### src/rtl/gate_share_arbiter.sv
// gate_share_arbiter: round-robin sharing of one registered two-input gate cell
// among NUM_REQ requesters. One operation in flight at a time; the winner's
// operands are latched at arbitration, the gate gets a one-cycle en_in pulse,
// and the result (or a timeout error) is returned to the winner.
//
// state | meaning
// IDLE  | waiting for any req; arbitration and operand latch happen here
// ISSUE | gnt and gate_en_in pulse for the winner
// WAIT  | waiting for gate_en_out, bounded by TIMEOUT
// RESP  | rsp_valid pulse to the winner, round-robin pointer advances
module gate_share_arbiter #(
  parameter int NUM_REQ = 4,
  parameter int TIMEOUT = 8
) (
  input  logic               clk,
  input  logic               rst,
  input  logic [NUM_REQ-1:0] req,
  input  logic [NUM_REQ-1:0] op_a,
  input  logic [NUM_REQ-1:0] op_b,
  output logic [NUM_REQ-1:0] gnt,
  output logic [NUM_REQ-1:0] rsp_valid,
  output logic               rsp_data,
  output logic               rsp_err,
  output logic               busy,
  output logic               gate_en_in,
  output logic               gate_in1,
  output logic               gate_in2,
  input  logic               gate_out,
  input  logic               gate_en_out
);

  localparam int IDX_W = $clog2(NUM_REQ);
  localparam int CNT_W = $clog2(TIMEOUT) + 1;

  typedef enum logic [1:0] {
    S_IDLE,
    S_ISSUE,
    S_WAIT,
    S_RESP
  } state_t;

  state_t             state;
  logic [IDX_W-1:0]   rr_ptr;
  logic [IDX_W-1:0]   win_idx;
  logic [CNT_W-1:0]   tmo_cnt;

  logic               arb_found;
  logic [IDX_W-1:0]   arb_idx;
  logic [IDX_W-1:0]   cand_idx;
  int                 cand;

  // Round-robin pick: first set req bit scanning upward from rr_ptr with wrap.
  always_comb begin
    arb_found = 1'b0;
    arb_idx   = '0;
    cand      = 0;
    cand_idx  = '0;
    for (int i = 0; i < NUM_REQ; i++) begin
      cand     = (int'(rr_ptr) + i) % NUM_REQ;
      cand_idx = IDX_W'(cand);
      if (!arb_found && req[cand_idx]) begin
        arb_found = 1'b1;
        arb_idx   = cand_idx;
      end
    end
  end

  // Sequencer: all handshake and gate-drive outputs are registered here.
  always_ff @(posedge clk or negedge rst) begin
    if (!rst) begin
      state      <= S_IDLE;
      rr_ptr     <= '0;
      win_idx    <= '0;
      tmo_cnt    <= '0;
      gnt        <= '0;
      rsp_valid  <= '0;
      rsp_data   <= 1'b0;
      rsp_err    <= 1'b0;
      busy       <= 1'b0;
      gate_en_in <= 1'b0;
      gate_in1   <= 1'b0;
      gate_in2   <= 1'b0;
    end else begin
      gnt        <= '0;
      rsp_valid  <= '0;
      gate_en_in <= 1'b0;
      case (state)
        S_IDLE: begin
          if (arb_found) begin
            win_idx    <= arb_idx;
            gate_in1   <= op_a[arb_idx];
            gate_in2   <= op_b[arb_idx];
            gnt        <= NUM_REQ'(1) << arb_idx;
            gate_en_in <= 1'b1;
            busy       <= 1'b1;
            state      <= S_ISSUE;
          end
        end
        S_ISSUE: begin
          tmo_cnt <= '0;
          state   <= S_WAIT;
        end
        S_WAIT: begin
          // en_out wins over the timeout check; TIMEOUT-1 WAIT cycles in total
          if (gate_en_out) begin
            rsp_data  <= gate_out;
            rsp_err   <= 1'b0;
            rsp_valid <= NUM_REQ'(1) << win_idx;
            state     <= S_RESP;
          end else if (tmo_cnt == CNT_W'(TIMEOUT - 2)) begin
            rsp_err   <= 1'b1;
            rsp_valid <= NUM_REQ'(1) << win_idx;
            state     <= S_RESP;
          end else begin
            tmo_cnt <= tmo_cnt + 1'b1;
          end
        end
        S_RESP: begin
          rr_ptr <= (win_idx == IDX_W'(NUM_REQ - 1)) ? '0 : win_idx + 1'b1;
          busy   <= 1'b0;
          state  <= S_IDLE;
        end
        default: state <= S_IDLE;
      endcase
    end
  end

endmodule
### config.mk
export PLATFORM = sky130hd
export DESIGN_NAME = gate_share_arbiter
export DESIGN_NICKNAME = d
export VERILOG_FILES = /design/src/rtl/gate_share_arbiter.sv
export SDC_FILE = /design/constraint.sdc
export NUM_CORES = 1
export LEC_CHECK = 0
export CORE_UTILIZATION = 52
export DETAILED_ROUTE_END_ITERATION = 12
export GPL_ROUTABILITY_DRIVEN = 0
export HOLD_SLACK_MARGIN = 0.12
export PLACE_DENSITY = 0.83
export SYNTH_ARGS = -nofsm -noshare
export SYNTH_HDL_FRONTEND = slang
export SYNTH_SLANG_ARGS = --single-unit
### constraint.sdc
create_clock -name clk -period 2.4 [get_ports clk]
set_input_delay 0.48 -clock clk [delete_from_list [all_inputs] [get_ports clk]]
set_output_delay 0.48 -clock clk [all_outputs]
set_load 0.005 [all_outputs]
==> results of run 1 <==
## worst max-delay path, delay by kind of cell, from the launching register on
family                   cells  cell delay (ns)
AO/OA/AOI/OAI                4             0.74
flip-flops                   1             0.43
adder cells (fa/ha/maj)      1             0.21
AND/OR/NAND/NOR              1             0.20
buffers and inverters        1             0.06
## per-stage QoR
step / cell area [um^2] / cells / setup WS [ns]
final: 1640 / 183 / 0.654
after global placement: 1610 / 179 / 0.385
after global routing: 1640 / 183 / 0.496
after CTS: 1640 / 183 / 0.675
after floorplan: 1270 / 121 / 0.886
after detailed placement: 1610 / 179 / 0.342
## synth_stat cells (all sizes together)
cell / count
o22ai: 2
inv: 11
nand2b: 2
nor2b: 4
nand3b: 1
mux2i: 2
nor4: 1
mux2: 3
o21bai: 2
a21o: 1
a41o: 2
and3: 1
a21oi: 6
ha: 11
a211o: 1
nor3: 2
nor2: 9
o21ai: 16
nand3: 4
and2: 2
o31ai: 1
nand2: 11
or2: 1
and3b: 1
dfrtp: 24
## metal layers
metal  vias to the layer above  track usage [%]  share of wire (%)
li1                        483                -                  -
met1                       438             25.6                 45
met2                        21             36.1                 51
met3                         2             1.75                2.7
met4                         0             9.46                1.1
met5                         -                0                  0
## registers in the layout, summed over array words and instances, names as in the netlist
signal / cells
busy: 1
gate_en_in: 1
gate_in1: 1
gate_in2: 1
gnt: 4
rr_ptr: 2
rsp_data: 1
rsp_err: 1
rsp_valid: 4
state: 2
tmo_cnt: 4
win_idx: 2
## logic make-up (layout without fill, tap and decap cells)
| family | count (synthesis) | in the layout |
|---|---|---|
| AND/OR/NAND/NOR | 39 | 39 |
| AO/OA/AOI/OAI | 31 | 31 |
| flip-flops | 24 | 24 |
| adder cells (fa/ha/maj) | 11 | 11 |
| buffers and inverters | 11 | 45 |
| multiplexers | 5 | 5 |
## layout make-up
type                    count  share of cell area [%]
inverters                  11                    2.67
well taps                  28                    2.13
multi-input cells          86                    38.3
repair buffers             30                    18.1
flip-flops and latches     24                    36.6
clock buffers               4                    2.21
## worst paths after layout
kind,to,from
setup reg to reg,tmo_cnt[3]$_DFFE_PN0P_,tmo_cnt[0]$_DFFE_PN0P_
min in group asynchronous,tmo_cnt[2]$_DFFE_PN0P_,rst
setup / recovery,tmo_cnt[3]$_DFFE_PN0P_,tmo_cnt[0]$_DFFE_PN0P_
max in group asynchronous,rr_ptr[0]$_DFFE_PN0P_,rst
hold reg to reg,tmo_cnt[3]$_DFFE_PN0P_,tmo_cnt[3]$_DFFE_PN0P_
hold / removal,tmo_cnt[3]$_DFFE_PN0P_,tmo_cnt[3]$_DFFE_PN0P_
## power by group
group | switching [mW] | internal (mW)
Combinational | 0.403 | 0.394
Clock | 0.115 | 0.0925
Sequential | 0.0991 | 0.538
==> impl_metrics.env, run 1 <==
export IMPL_vias=944
export IMPL_grt_ovfl_total=0
export IMPL_utilization_pct=72.9
export IMPL_routed_wl_um=2360
export IMPL_end_kind="flop"
export IMPL_post_drt_wl_per_cell_um=12.9
export IMPL_syn_nets=148
export IMPL_die_x_um=51.5
export IMPL_hold_path_class="reg -> reg"
export IMPL_synth_seq_cells=24
export IMPL_clock_skew_final_ns=0.00386
export IMPL_netlist_top_cell_by_area="dfrtp_1"
export IMPL_nNetsFinal=183
export IMPL_synth_top_area_share_pct=47.2
export IMPL_ant_nets=0
export IMPL_yosys_warnings=0
export IMPL_worst_ir_drop_vdd_uv=611
export IMPL_final_seq_area_um2=601
export IMPL_rsz0062_at_grt="no"
export IMPL_final_max_slew_viol_count=0
export IMPL_initial_core_util_pct=56.5
export IMPL_portBuffers=29
export IMPL_dieArea_um2=2650
export IMPL_yosysUniqueCellTypes=31
export IMPL_yosys_top_cells_area="dfrtp_1 (47%), ha_1 (11%), o21ai_0 (4.3%)"
export IMPL_grt_pass1_wl_um=4050
export IMPL_tightest_slew_ns=0.409
export IMPL_holdBufCountCts=0
export IMPL_cts_resized=0
export IMPL_power_mw=1.64
export IMPL_layout_common_cells="clkdlybuf4s50_1 (29), dfrtp_1 (24), nand2_1 (11), o21ai_0 (11), ha_1 (11)"
export IMPL_cp_required_ns=2.60
export IMPL_finalHoldViolations=0
export IMPL_antenna_cells=0
export IMPL_critical_path_class="reg -> reg"
export IMPL_drt_first_pass_iters=4
export IMPL_grt_pass1_vias=950
export IMPL_holdWs_ns=0.504
export IMPL_cpMostUsedCell="o21ai_0"
export IMPL_die_y_um=51.5
export IMPL_drc=0
export IMPL_dp_hpwl_um=1910
export IMPL_yosysSeqAreaShare_pct=47.2
export IMPL_power_density_nw_per_um2=1000
export IMPL_numCtsBuffers=3
export IMPL_synth_top_family_by_area="simple AND/OR/NAND/NOR gates"
export IMPL_cp_cell_sequence="inv_1 -> ha_1 -> and3b_1 -> o21ai_2 -> o21ai_0 -> o21ai_0 -> o31ai_1"
export IMPL_clock_latency_ns=0.30
export IMPL_synthToLayoutAreaGrowth_pct=29.0
export IMPL_synth_xor_area_share_pct=0
export IMPL_htree_levels=1
export IMPL_syn_area_per_cell_um2=10.5
export IMPL_drt_first_iter_violations=18
export IMPL_grt_max_degree=25
export IMPL_fin_crit_sh_pct=72.8
export IMPL_muxShareOfSynthArea_pct=4.22
export IMPL_hold_depth=1
export IMPL_synth_fa_ha_area_share_pct=10.8
export IMPL_post_cts_buffers=0
export IMPL_drive_above_1_share_pct=12.9
export IMPL_fp_coreArea_um2=2250
export IMPL_syn_inst=121
export IMPL_syn_area_um2=1270
export IMPL_path_max_fanout=5
export IMPL_setup_tns_ns=0
export IMPL_slowest_stage="dfrtp_1"
export IMPL_clock_fmax_mhz=573
export IMPL_maxSlewHeadroom_pct=72.5
export IMPL_r2r_slack_ns=0.65
export IMPL_num_rows=17
export IMPL_maxCapViolations=0
export IMPL_cts_sinks=24
export IMPL_critical_path_max_stage_delay_ns=0.43
export IMPL_io_pin_count=30
export IMPL_yosys_area_share_simple_pct=17.7
export IMPL_outcome="complete, no violations"
export IMPL_antenna_found_initial=0
export IMPL_synth_compound_area_share_pct=16.7
export IMPL_grtUsageTotal_pct=20.6
export IMPL_cts_tree="built"
export IMPL_setup_viol=0
export IMPL_nFillCells=173
export IMPL_root_buffer="clkbuf_4"
export IMPL_power_leakage_nw=0.754
export IMPL_viasPerCell=5.16
export IMPL_final_common_cell="clkdlybuf4s50_1"
export IMPL_clk_pin_slew_worst_paths_ns=0.13
export IMPL_critPathLaunchType="flop"
export IMPL_period_needed_ns=1.75
export IMPL_clockBufferDepth=2
export IMPL_critPathArrivalTime_ns=1.95
export IMPL_ff2ff_path_depth=7
export IMPL_multi_input_area_um2=629
No activity file was read; power rests on OpenSTA's default activity.
==> inputs of run 2 (changes only) <==
--- a/config.mk
+++ b/config.mk
@@ -5,11 +5,11 @@
 export SDC_FILE = /design/constraint.sdc
 export NUM_CORES = 1
 export LEC_CHECK = 0
-export CORE_UTILIZATION = 52
+export CORE_UTILIZATION = 44
 export DETAILED_ROUTE_END_ITERATION = 12
 export GPL_ROUTABILITY_DRIVEN = 0
 export HOLD_SLACK_MARGIN = 0.12
-export PLACE_DENSITY = 0.83
+export PLACE_DENSITY = 0.75
 export SYNTH_ARGS = -nofsm -noshare
 export SYNTH_HDL_FRONTEND = slang
 export SYNTH_SLANG_ARGS = --single-unit
==> constraint.sdc (replaced) <==
create_clock -name clk -period 1.5 [get_ports clk]
set_input_delay 0.3 -clock clk [delete_from_list [all_inputs] [get_ports clk]]
set_output_delay 0.3 -clock clk [all_outputs]
set_load 0.005 [all_outputs]
==> run 2 against run 1 <==
Against the previous run: critical path depth decreased by 6; combinational power increased by 96%; via count increased by 8.3%; design area increased by 12%; wire length increased by 9.1%; first-iteration DRC count increased by 78%; worst setup slack got worse by 0.61 ns; worst hold slack got worse by 0.18 ns; largest cell class unchanged; highest routed layer unchanged.
==> impl_metrics.env, run 2 (same netlist as run 1, synthesis figures left out) <==
export IMPL_end_kind="output pin"
export IMPL_critPathArrivalTime_ns=1.15
export IMPL_setup_viol=0
export IMPL_critical_path_class="reg -> out"
export IMPL_tightest_slew_ns=0.306
export IMPL_die_x_um=55.8
export IMPL_die_y_um=55.8
export IMPL_cp_required_ns=1.20
export IMPL_drive_above_1_share_pct=26.8
export IMPL_cts_tree="built"
export IMPL_dp_hpwl_um=1890
export IMPL_numCtsBuffers=3
export IMPL_r2r_slack_ns=0.06
export IMPL_grt_ovfl_total=0
export IMPL_slowest_stage="clkdlybuf4s50_1"
export IMPL_power_frac_clock_pct=15.2
export IMPL_power_leakage_nw=0.931
export IMPL_hold_path_class="in -> async"
export IMPL_clockBufferDepth=2
export IMPL_drt_first_pass_iters=4
export IMPL_r2r_start="tmo_cnt[1]$_DFFE_PN0P_"
export IMPL_switching_power_mw=1.11
export IMPL_maxCapViolations=0
export IMPL_grt_max_degree=25
export IMPL_final_max_slew_viol_count=0
export IMPL_grt_pass1_vias=1010
export IMPL_root_buffer="clkbuf_4"
export IMPL_period_needed_ns=1.45
export IMPL_num_rows=19
export IMPL_largest_registers="gnt x4, rsp_valid x4, tmo_cnt x4"
export IMPL_synthToLayoutAreaGrowth_pct=44.6
export IMPL_drt_first_iter_violations=32
export IMPL_routed_wl_um=2580
export IMPL_holdBufCountCts=0
export IMPL_initial_core_util_pct=46.2
export IMPL_pwr_share_seq_pct=33.5
export IMPL_path_max_fanout=1
export IMPL_worst_ir_drop_vdd_uv=1070
export IMPL_ff2ff_path_depth=6
export IMPL_finalHoldViolations=0
export IMPL_clock_skew_final_ns=0.00150
export IMPL_htree_levels=1
export IMPL_viasPerCell=5.14
export IMPL_power_share_combinational_pct=51.3
export IMPL_cts_sinks=24
export IMPL_clk_pin_slew_worst_paths_ns=0.13
export IMPL_cp_top_family="buffers and inverters"
export IMPL_critical_path_max_stage_delay_ns=0.49
export IMPL_layout_common_cells="dfrtp_1 (24), clkdlybuf4s50_1 (19), buf_4 (14)"
export IMPL_antenna_found_initial=0
export IMPL_critPathLaunchType="flop"
export IMPL_post_drt_wl_per_cell_um=13.0
export IMPL_drc=0
export IMPL_dieArea_um2=3110
export IMPL_vias=1022
export IMPL_cp_cell_sequence="clkdlybuf4s50_1"
export IMPL_p_sw_share_pct=36.5
export IMPL_grtUsageTotal_pct=17.4
export IMPL_setup_tns_ns=0
export IMPL_power_density_nw_per_um2=1650
export IMPL_timing_rr_end="tmo_cnt[2]$_DFFE_PN0P_"
export IMPL_antenna_cells=0
export IMPL_outcome="complete, no violations"
export IMPL_utilization_pct=66.8
export IMPL_grt_pass1_wl_um=4230
export IMPL_fp_coreArea_um2=2760
export IMPL_maxSlewHeadroom_pct=79.6
export IMPL_nNetsFinal=196
export IMPL_portBuffers=29
export IMPL_clock_fmax_mhz=689
export IMPL_intPower_mw=1.93
export IMPL_fin_crit_sh_pct=96.8
export IMPL_ant_nets=0
export IMPL_clock_latency_ns=0.31
export IMPL_io_pin_count=30
export IMPL_cp_num_buf_inv=1
export IMPL_final_common_cell="dfrtp_1"
[run 2: how the worst max path moves through the flow]
| stage | end | slack (ns) | startpoint | depth (start not counted) |
|---|---|---|---|---|
| 4_1_cts | rsp_err | 0.005 | rsp_err$_DFFE_PN0P_ | 1 |
| 2_1_floorplan | tmo_cnt[3]$_DFFE_PN0P_ | 0.03 | tmo_cnt[0]$_DFFE_PN0P_ | 7 |
| 5_1_grt | tmo_cnt[2]$_DFFE_PN0P_ | -0.03 | tmo_cnt[1]$_DFFE_PN0P_ | 6 |
| 3_5_place_dp | gate_in1$_DFFE_PN0P_ | -0.43 | req[0] | 6 |
| 6_report | gnt[3] | 0.05 | gnt[3]$_DFF_PN0_ | 1 |
| 3_3_place_gp | gate_in2$_DFFE_PN0P_ | -0.30 | req[0] | 6 |
[run 2: metrics by stage]
stage	power, mW	hold WS, ns	area (um^2)	instances	worst slack [ns]
2_1_floorplan	1.84	0.00441	1270	121	0.0326
3_3_place_gp	2.34	0.470	1680	191	-0.303
3_5_place_dp	2.41	0.491	1680	191	-0.430
4_1_cts	2.96	0.331	1770	197	0.00499
5_1_grt	3.25	0.369	1840	199	-0.0307
6_report	3.04	0.328	1840	199	0.0483
[run 2: layer usage]
metal | GRT usage [%] | share of wire [%]
met1 | 20.7 | 45
met2 | 31.8 | 52
met3 | 1.86 | 2.9
met4 | 7.14 | 0.74
met5 | 0 | 0
[run 2: area by class of cell]
class | instances | area, um^2
Timing Repair Buffer | 43 | 417
Inverter | 11 | 43.8
Clock buffer | 3 | 22.5
Fill cell | 201 | 916
Multi-Input combinational cell | 86 | 689
Tap cell | 31 | 38.8
Clock inverter | 1 | 30.0
Sequential cell | 24 | 601
[run 2: power groups by stage]
stage                     clock, mW  combinational, mW  sequential, mW
final                         0.463               1.56            1.02
after floorplan                   0              0.822            1.02
after CTS                     0.472               1.47            1.01
after global placement            0               1.33            1.01
after detailed placement          0               1.38            1.03
after global routing          0.487               1.71            1.05
[run 2: what timing repair did]
action,CTS,global route
endpoints found under the setup margin,9,13
buffers inserted,2,2
pin swaps,0,3
gates resized for setup,8,17
